### src/rtl/ringosc_pkg.sv
// Shared definitions for the ring-oscillator scan controller.
//   state_t              : FSM state encoding used by ringosc_scan_controller
//   DEFAULT_COUNT_WIDTH  : default width of the shared frequency counter
//   DEFAULT_WINDOW_LOG2  : default gate window exponent (window = 2**N CLK cycles)
package ringosc_pkg;

  localparam int DEFAULT_COUNT_WIDTH = 20;
  localparam int DEFAULT_WINDOW_LOG2 = 16;

  typedef enum logic [2:0] {
    ST_IDLE    = 3'd0,
    ST_SETTLE  = 3'd1,
    ST_CLEAR   = 3'd2,
    ST_COUNT   = 3'd3,
    ST_HOLD    = 3'd4,
    ST_CAPTURE = 3'd5,
    ST_REPORT  = 3'd6
  } state_t;

endpackage

### src/rtl/ringosc_next_select.sv
// Combinational round-robin selector: picks the lowest unmasked oscillator index
// at or after `pointer`, wrapping at NUM_OSC.
//   pointer    in   $clog2(NUM_OSC)  first index to consider
//   osc_mask   in   NUM_OSC          1 = oscillator eligible
//   next_idx   out  $clog2(NUM_OSC)  selected index (0 when none_valid)
//   none_valid out  1                no oscillator eligible
module ringosc_next_select
  import ringosc_pkg::*;
#(
  parameter int NUM_OSC = 4
) (
  input  logic [$clog2(NUM_OSC)-1:0] pointer,
  input  logic [NUM_OSC-1:0]         osc_mask,
  output logic [$clog2(NUM_OSC)-1:0] next_idx,
  output logic                       none_valid
);

  localparam int IDX_W = $clog2(NUM_OSC);

  // pointer + k modulo NUM_OSC; works for non-power-of-two oscillator counts.
  function automatic logic [IDX_W-1:0] wrap_add(input logic [IDX_W-1:0] p, input int k);
    int s;
    s = int'(p) + k;
    if (s >= NUM_OSC) s = s - NUM_OSC;
    return IDX_W'(s);
  endfunction

  always_comb begin
    // NOTE: every output gets a default before the loop so no path leaves it unassigned (no latch).
    next_idx   = '0;
    none_valid = ~|osc_mask;
    // Walk from the farthest offset down so the nearest eligible index wins.
    for (int k = NUM_OSC - 1; k >= 0; k--) begin
      if (osc_mask[wrap_add(pointer, k)]) next_idx = wrap_add(pointer, k);
    end
  end

endmodule

### src/rtl/ringosc_scan_controller.sv
// Time-multiplexes one shared frequency counter across NUM_OSC ring oscillators.
// Per measurement: enable one oscillator (SETTLE), clear the counter (CLEAR), gate it for
// 2**WINDOW_LOG2 cycles (COUNT), let it quiesce (HOLD), capture (CAPTURE) and present the
// result with a valid/ready handshake (REPORT). Each count is compared with the previous
// count of the same oscillator to flag frequency drops.
//   CLK           in   1                system clock
//   resetn        in   1                asynchronous active-low reset
//   run           in   1                1 = scan continuously
//   osc_mask      in   NUM_OSC          1 = oscillator included in scan
//   osc_enable    out  NUM_OSC          one-hot oscillator enable
//   cnt_clear     out  1                counter synchronous clear
//   cnt_enable    out  1                counter gate
//   cnt_value     in   COUNT_WIDTH      shared counter output
//   result_valid  out  1                result available
//   result_ready  in   1                consumer accepts result
//   result_index  out  $clog2(NUM_OSC)  oscillator measured
//   result_count  out  COUNT_WIDTH      captured count
//   result_drop   out  1                count dropped versus previous of same oscillator
//   busy          out  1                controller not idle
module ringosc_scan_controller
  import ringosc_pkg::*;
#(
  parameter int NUM_OSC        = 4,
  parameter int COUNT_WIDTH    = DEFAULT_COUNT_WIDTH,
  parameter int WINDOW_LOG2    = DEFAULT_WINDOW_LOG2,
  parameter int SETTLE_CYCLES  = 8,
  parameter int DROP_THRESHOLD = 5
) (
  input  logic                       CLK,
  input  logic                       resetn,
  input  logic                       run,
  input  logic [NUM_OSC-1:0]         osc_mask,
  output logic [NUM_OSC-1:0]         osc_enable,
  output logic                       cnt_clear,
  output logic                       cnt_enable,
  input  logic [COUNT_WIDTH-1:0]     cnt_value,
  output logic                       result_valid,
  input  logic                       result_ready,
  output logic [$clog2(NUM_OSC)-1:0] result_index,
  output logic [COUNT_WIDTH-1:0]     result_count,
  output logic                       result_drop,
  output logic                       busy
);

  localparam int IDX_W   = $clog2(NUM_OSC);
  localparam int PHASE_W = WINDOW_LOG2 + 1;

  localparam logic [PHASE_W-1:0]     SETTLE_LAST = PHASE_W'(SETTLE_CYCLES - 1);
  localparam logic [PHASE_W-1:0]     WINDOW_LAST = PHASE_W'((1 << WINDOW_LOG2) - 1);
  localparam logic [COUNT_WIDTH:0]   DROP_THR    = (COUNT_WIDTH + 1)'(DROP_THRESHOLD);

  state_t                  state;
  logic [PHASE_W-1:0]      phase;      // shared down-counter for every timed state
  logic [IDX_W-1:0]        idx;        // oscillator under measurement
  logic [IDX_W-1:0]        pointer;    // where the next round-robin search starts
  logic [IDX_W-1:0]        idx_inc;
  logic [IDX_W-1:0]        sel_ptr;
  logic [IDX_W-1:0]        next_idx;
  logic                    none_valid;
  logic [NUM_OSC-1:0]      sel_onehot;
  logic                    drop_now;
  logic                    capture_en;

  logic [COUNT_WIDTH-1:0]  prev [NUM_OSC];
  logic [NUM_OSC-1:0]      prev_valid;

  assign idx_inc = (int'(idx) == NUM_OSC - 1) ? '0 : idx + 1'b1;

  // On acceptance in REPORT the pointer register has not advanced yet, so search from
  // idx+1 directly; that lets the next SETTLE start on the cycle after acceptance.
  assign sel_ptr = (state == ST_REPORT) ? idx_inc : pointer;

  ringosc_next_select #(
    .NUM_OSC (NUM_OSC)
  ) u_next_select (
    .pointer    (sel_ptr),
    .osc_mask   (osc_mask),
    .next_idx   (next_idx),
    .none_valid (none_valid)
  );

  assign sel_onehot = NUM_OSC'(1) << next_idx;

  // One extra bit keeps count + threshold from wrapping.
  assign drop_now   = prev_valid[idx] && ({1'b0, prev[idx]} > ({1'b0, cnt_value} + DROP_THR));
  assign capture_en = (state == ST_CAPTURE) && run;

  assign busy = (state != ST_IDLE);

  // NOTE: sequential state uses non-blocking assignments so every register samples pre-edge values.
  always_ff @(posedge CLK or negedge resetn) begin
    if (!resetn) begin
      state        <= ST_IDLE;
      phase        <= '0;
      idx          <= '0;
      pointer      <= '0;
      osc_enable   <= '0;
      cnt_clear    <= 1'b0;
      cnt_enable   <= 1'b0;
      result_valid <= 1'b0;
      result_index <= '0;
      result_count <= '0;
      result_drop  <= 1'b0;
      prev_valid   <= '0;
    end else if (!run && (state inside {ST_SETTLE, ST_CLEAR, ST_COUNT, ST_HOLD, ST_CAPTURE})) begin
      // Abort: pointer stays put so the next run re-measures the same oscillator.
      state      <= ST_IDLE;
      osc_enable <= '0;
      cnt_clear  <= 1'b0;
      cnt_enable <= 1'b0;
    end else begin
      unique case (state)
        ST_IDLE: begin
          if (run && !none_valid) begin
            idx        <= next_idx;
            osc_enable <= sel_onehot;
            phase      <= SETTLE_LAST;
            state      <= ST_SETTLE;
          end
        end

        ST_SETTLE: begin
          if (phase != '0) phase <= phase - 1'b1;
          else begin
            cnt_clear <= 1'b1;
            phase     <= SETTLE_LAST;
            state     <= ST_CLEAR;
          end
        end

        ST_CLEAR: begin
          if (phase != '0) phase <= phase - 1'b1;
          else begin
            cnt_clear  <= 1'b0;
            cnt_enable <= 1'b1;
            phase      <= WINDOW_LAST;
            state      <= ST_COUNT;
          end
        end

        ST_COUNT: begin
          if (phase != '0) phase <= phase - 1'b1;
          else begin
            cnt_enable <= 1'b0;
            phase      <= SETTLE_LAST;
            state      <= ST_HOLD;
          end
        end

        ST_HOLD: begin
          // The counter is static once its gate has been low for a few cycles,
          // so cnt_value can be sampled directly without a synchroniser.
          if (phase != '0) phase <= phase - 1'b1;
          else             state <= ST_CAPTURE;
        end

        ST_CAPTURE: begin
          result_count    <= cnt_value;
          result_index    <= idx;
          result_drop     <= drop_now;
          result_valid    <= 1'b1;
          prev_valid[idx] <= 1'b1;
          osc_enable      <= '0;
          state           <= ST_REPORT;
        end

        ST_REPORT: begin
          if (result_ready) begin
            result_valid <= 1'b0;
            pointer      <= idx_inc;
            if (run && !none_valid) begin
              idx        <= next_idx;
              osc_enable <= sel_onehot;
              phase      <= SETTLE_LAST;
              state      <= ST_SETTLE;
            end else begin
              state <= ST_IDLE;
            end
          end
        end

        default: state <= ST_IDLE;
      endcase
    end
  end

  // NOTE: the history array has no reset; prev_valid qualifies every read, so its contents never matter before the first write.
  always_ff @(posedge CLK) begin
    if (capture_en) prev[idx] <= cnt_value;
  end

endmodule
### config.mk
export PLATFORM = sky130hd
export DESIGN_NAME = ringosc_scan_controller
export DESIGN_NICKNAME = d
export VERILOG_FILES = /design/src/rtl/ringosc_pkg.sv /design/src/rtl/ringosc_next_select.sv /design/src/rtl/ringosc_scan_controller.sv
export SDC_FILE = /design/constraint.sdc
export NUM_CORES = 1
export LEC_CHECK = 0
export BUFFER_PORTS_ARGS = -buffer_cell sky130_fd_sc_hd__buf_2
export CORE_ASPECT_RATIO = 0.8
export CORE_MARGIN = 2
export CORE_UTILIZATION = 54
export CTS_CLUSTER_DIAMETER = 60
export CTS_CLUSTER_SIZE = 20
export DETAILED_ROUTE_END_ITERATION = 6
export PLACE_DENSITY = 0.85
export SKIP_CTS_REPAIR_TIMING = 1
export SLEW_MARGIN = 20
export SYNTH_ARGS = -nofsm -noshare
export SYNTH_HDL_FRONTEND = slang
export SYNTH_SLANG_ARGS = --single-unit
export TNS_END_PERCENT = 30
### constraint.sdc
create_clock -name CLK -period 2.7 [get_ports CLK]
set_input_delay 0.54 -clock CLK [delete_from_list [all_inputs] [get_ports CLK]]
set_output_delay 0.54 -clock CLK [all_outputs]
set_load 0.05 [all_outputs]
# After elaboration in Yosys (flattened, before gate mapping)
# Memories as Yosys holds them, arrays and structs flattened.
# Index checks and enable logic that the tools add are counted.
dict set report word_totals {
  ram_bits 80
  memories 1
  out_inout_bits 31
  in_bits 28
  register_bits 58
}
dict set report op_classes {
  n_addsub 10
  bitwise 2
  shift 1
  reduce_logical 27
  n_mux 54
  magnitude_cmp 11
  eq_ne 15
}
# name depth word_bits read_ports rd_ports_with_merged_regs wr line_no
set memory_table {}
lappend memory_table {prev 4 20 1 0 1 ringosc_scan_controller.sv:64} ;# logic [COUNT_WIDTH-1:0] prev [NUM_OSC];
# op count
set ops {}
lappend ops {{$mux 17} 5}
lappend ops {{$pmux 17 s5} 1}
lappend ops {{$mux 2} 12}
lappend ops {{$add 20x3->21 const B} 1}
lappend ops {{$gt 20x21->1} 1}
lappend ops {{$mux 3} 7}
lappend ops {{$pmux 3 s7} 1}
lappend ops {{$reduce_bool 17->1} 1}
lappend ops {{$sub 17x1->17 const B} 1}
lappend ops {{$lt 2x3->1 const B} 5}
lappend ops {{$ne 3x3->1 const B} 5}
lappend ops {{$reduce_and 3->1} 5}
lappend ops {{$mux 1} 14}
lappend ops {{$mux 4} 3}
lappend ops {{$pmux 4 s3} 1}
lappend ops {{$bmux 1 s2} 5}
lappend ops {{$reduce_bool 5->1} 2}
lappend ops {{$eq 3x3->1 const B} 3}
lappend ops {{$ge 3x3->1 const B} 3}
lappend ops {{$reduce_bool 3->1} 3}
lappend ops {{$sub 2x1->2 const B} 4}
lappend ops {{$add 2x2->3 const B} 2}
lappend ops {{$eq 3x2->1 const B} 2}
lappend ops {{$pmux 1 s2} 3}
lappend ops {{24 further kinds} 30}

# Depth between registers and ports, before layout
dict set report depth {
  depth_word 17
  ltp_mapped 14
  ltp_nobuf 14
}

# Hierarchy
# From an unflattened synthesis, not the netlist that was laid out.
dict set report unflattened {
  hier_cells 540
  area_unflattened_um2 6590.1
}
# module cells_each area_per_inst_um2 n_inst
set by_module_without_submodules {}
lappend by_module_without_submodules {ringosc_scan_controller 529 6515.0 1}
lappend by_module_without_submodules {ringosc_next_select 11 75.1 1}

# Least setup slack after synthesis
# OpenSTA, ideal clock, no wires.
dict set report synth_timing {
  path_kind {input port to flip-flop}
  startpoint {input cnt_value[0]}
  endpoint {register result_drop}
  t_arrival_ps 2692
  required_time_ps 2570
  path_slack_ps -122
  path_stages 14
  cell_sequence {ha_1 -> o2111ai_1 -> nor2_1 -> nand4_1 -> nor2_1 -> nand3_1 -> xor2_1 -> ha_1 -> nand2_1 -> nor4_1 -> nand4_1 -> o2111ai_1 -> a31o_2 -> a22oi_1}
}
dict set report synth_between {
  elab_chain_cells 3
}
# item line_no
set synth_lines {}
lappend synth_lines {{start: declaration} ringosc_scan_controller.sv:36} ;# input logic [COUNT_WIDTH-1:0] cnt_value,
lappend synth_lines {{$add 20x3->21} ringosc_scan_controller.sv:85} ;# assign drop_now = prev_valid[idx] && ({1'b0, prev[idx]} > ({1'b0, cnt_value} + DROP_THR));
lappend synth_lines {{$gt 20x21->1} ringosc_scan_controller.sv:85}
lappend synth_lines {{$logic_and 1x1->1} ringosc_scan_controller.sv:85}
lappend synth_lines {{end signal: assignment} ringosc_scan_controller.sv:160} ;# result_drop <= drop_now;
lappend synth_lines {{end: declaration} ringosc_scan_controller.sv:41} ;# output logic result_drop,
# No other way between the ends.
# A chain may end at the register's enable or synchronous reset.

# Worst setup path after layout
# Same ends and word-level chain as after synthesis.

==> impl_metrics.env <==
export IMPL_detail_route_drc_violations=0
export IMPL_synthCells=558
export IMPL_wl_um=15240
export IMPL_antenna_cells=0
export IMPL_setup_violations_final=0
export IMPL_path_cells="buf_2 > ha_4 > o2111ai_2 > nor2_2 > nand4_1 > nor2_2 > nand3_1 > xor2_1 > ha_1 > nand2_2 > nor4_4 > nand4_1 > o2111ai_1 > a31o_2 > a22oi_1"
export IMPL_start_kind="primary input"
export IMPL_syn_cell_area_um2=6729
export IMPL_final_cell_mix="98 x sky130_fd_sc_hd__nand2_1, 80 x sky130_fd_sc_hd__edfxtp_1, 58 x sky130_fd_sc_hd__dfrtp_1, 58 x sky130_fd_sc_hd__buf_2, 31 x sky130_fd_sc_hd__buf_4"
export IMPL_first_global_vias=4887
export IMPL_timing_critical_path_slowest_stage_cell="sky130_fd_sc_hd__ha_1"
export IMPL_cp_max_fo=7
export IMPL_antenna_found_initial=0
export IMPL_globalRouteMet2Util_pct=39.68
export IMPL_timing_final_max_slew_violations=0
export IMPL_insertion_delay_ns=0.42
export IMPL_route_vias_total=4897
export IMPL_die_height_um=103.8
export IMPL_clock_tree_htree_level_count=4
export IMPL_commonest_non_fill_non_tap_cell_in_the_layout="sky130_fd_sc_hd__nand2_1"
export IMPL_hold_viol=0
export IMPL_row_count=36
export IMPL_final_clock_skew_ns=0.008311
export IMPL_route_antenna_remaining_nets=0
export IMPL_setup_total_negative_slack_ns=0
export IMPL_status="finished clean"
export IMPL_hold_worst_slack_ns=0.1679
export IMPL_ys_seq_area_share_pct=57.27
export IMPL_stdcell_count=810
export IMPL_synth_async_sr_flop_share_pct=42.03
export IMPL_synth_top_cell_area_share_pct=35.70
export IMPL_core_area_um2=12160
export IMPL_timing_final_crit_period_ns=2.656
export IMPL_global_route_peak_usage_layer="met2"
export IMPL_worst_r2r_setup_slack_ns=0.14
export IMPL_hold_path_class="primary input to async pin"
export IMPL_port_buffer_count=58
export IMPL_clk_path_buf_depth=2
export IMPL_final_area_um2=8019
export IMPL_cts_buffers=17
export IMPL_synthToLayoutAreaGrowth_pct=19.17
export IMPL_crit_required_ns=3.00
export IMPL_gr_usage_met1_pct=31.57
export IMPL_route_detailed_vias_per_inst=6.046
export IMPL_cts_root_buf="sky130_fd_sc_hd__clkbuf_16"
export IMPL_dp_hpwl_um=10060
export IMPL_design_portCount=59
export IMPL_synth_yosys_warnings=0
export IMPL_ys_seq_elements=138
export IMPL_groute_usage_overall_pct=24.15
export IMPL_max_cap_viol_count=0
export IMPL_detailedRoute_firstPassIterationCount=7
export IMPL_yosysUniqueCellTypes=65
export IMPL_timing_max_slew_rel_slack_pct=53.73
export IMPL_post_synth_cell_area_avg_um2=12.06
export IMPL_worst_path_max_stage_delay_ns=0.35
export IMPL_synth_top_cell_by_area="sky130_fd_sc_hd__edfxtp_1"
export IMPL_critPathTopFamily="simple AND/OR/NAND/NOR gates"
export IMPL_tightest_slew_ns=0.6941
export IMPL_final_net_count=699
export IMPL_final_layout_size_suffix_gt1_share_pct=25.99
export IMPL_origin_of_the_worst_setup_path="cnt_value[0]"
export IMPL_synth_flop_cell="sky130_fd_sc_hd__edfxtp_1"
export IMPL_die_area_um2=13380
export IMPL_postSynthNetCount=612
export IMPL_wl_per_cell_um=18.82
export IMPL_post_layout_total_power_w=0.007755
export IMPL_worst_setup_path_type="primary input to register"
export IMPL_leakage_power_total_nw=3.373
export IMPL_die_span_x_um=128.8
export IMPL_grt_overflow_total=0
export IMPL_critPathArrivalTime_ns=2.96
export IMPL_place_congestion=0.8630
export IMPL_globalRouteMet3Util_pct=5.992
export IMPL_critical_path_capture_point_type="register"
export IMPL_cts_sinks=138
export IMPL_start_util_pct=55.33
export IMPL_initialDrtViolationCount=498
export IMPL_place_inst=777
export IMPL_power_per_cell_area_nw_per_um2=967.1
export IMPL_crit_buf_inv=1
export IMPL_cts_clk_slew_worst_paths_ns=0.06
export IMPL_yosys_top_cells_area="sky130_fd_sc_hd__edfxtp_1 36%, sky130_fd_sc_hd__dfrtp_1 22%, sky130_fd_sc_hd__mux4_2 7.0%"
export IMPL_power_ir_vdd_worst_mv=0.4922
export IMPL_r2r_start="idx[0]$_DFFE_PN0P_"
export IMPL_detailed_place_area_um2=7371
export IMPL_grt_max_degree=34
export IMPL_grt_pass1_wl_um=24740
export IMPL_tritoncts_clock_tree="done"
export IMPL_timing_fmax_mhz=376.5
export IMPL_post_route_period_util_pct=98.38
export IMPL_synth_edff_count=80
[final timing paths]
kind,endpoint,depth (start not counted)
max,result_drop$_DFFE_PN0P_,15
max reg2reg,result_drop$_DFFE_PN0P_,9
min in group CLK,prev[0][10]$_DFFE_PP_,1
min,result_valid$_DFFE_PN0P_,1
max in group asynchronous,result_count[8]$_DFFE_PN0P_,2
min reg2reg,prev_valid[1]$_DFFE_PN0P_,1
[area by class of cell]
cell class / instances / area (um^2)
Clock buffer: 26 / 519.2
Multi-Input combinational cell: 380 / 2728
Tap cell: 152 / 190.2
Sequential cell: 138 / 3854
Clock inverter: 6 / 85.08
Fill cell: 864 / 4143
Inverter: 16 / 60.06
Timing Repair Buffer: 92 / 583.1
[layer usage]
| layer | wire (um) | up-vias |
|---|---|---|
| met2 | 7604 | 186 |
| li1 | - | 2238 |
| met5 | 0 | - |
| met4 | 363 | 0 |
| met1 | 6435 | 2433 |
| met3 | 839 | 40 |
[registers in the layout, summed over array words and instances, names as in the netlist]
signal,flops
cnt_clear,1
cnt_enable,1
idx,2
osc_enable,4
phase,17
pointer,2
prev,80
prev_valid,4
result_count,20
result_drop,1
result_index,2
result_valid,1
state,3
[cells in the mapped netlist (11+ instances only)]
cell type and number:
sky130_fd_sc_hd__xor2_1 13, sky130_fd_sc_hd__inv_1 16, sky130_fd_sc_hd__dfrtp_1 58, sky130_fd_sc_hd__ha_1 26, sky130_fd_sc_hd__o21ai_0 26, sky130_fd_sc_hd__nand2_1 99
sky130_fd_sc_hd__a21oi_1 14, sky130_fd_sc_hd__edfxtp_1 80, sky130_fd_sc_hd__o21ai_1 11, sky130_fd_sc_hd__mux4_2 21, sky130_fd_sc_hd__nor2_1 32, sky130_fd_sc_hd__nand3_1 15
[metrics by stage]
stage                     setup slack, ns  util [%]
after detailed placement          -0.4826     60.61
after CTS                        -0.06127     65.58
after global placement            -0.2364     60.61
final                             0.04367     65.94
after floorplan                   0.02361         -
after global routing             -0.08308     65.94
[power breakdown]
| group | switching [W] | internal [W] |
|---|---|---|
| registers | 0.000218 | 0.00251 |
| logic | 0.00175 | 0.000931 |
| clock network | 0.000844 | 0.00150 |
[kinds of logic (layout without fill, tap and decap cells)]
group	Yosys count	count (layout)	synth area share (%)
multiplexers	25	25	7.642
XOR/XNOR	19	19	2.473
buffers and inverters	40	140	2.956
adder cells (fa/ha/maj)	26	26	4.834
AND/OR/NAND/NOR	208	208	14.78
AO/OA/AOI/OAI	102	102	10.04
flip-flops	138	138	57.27
No activity file was read; power rests on OpenSTA's default activity.
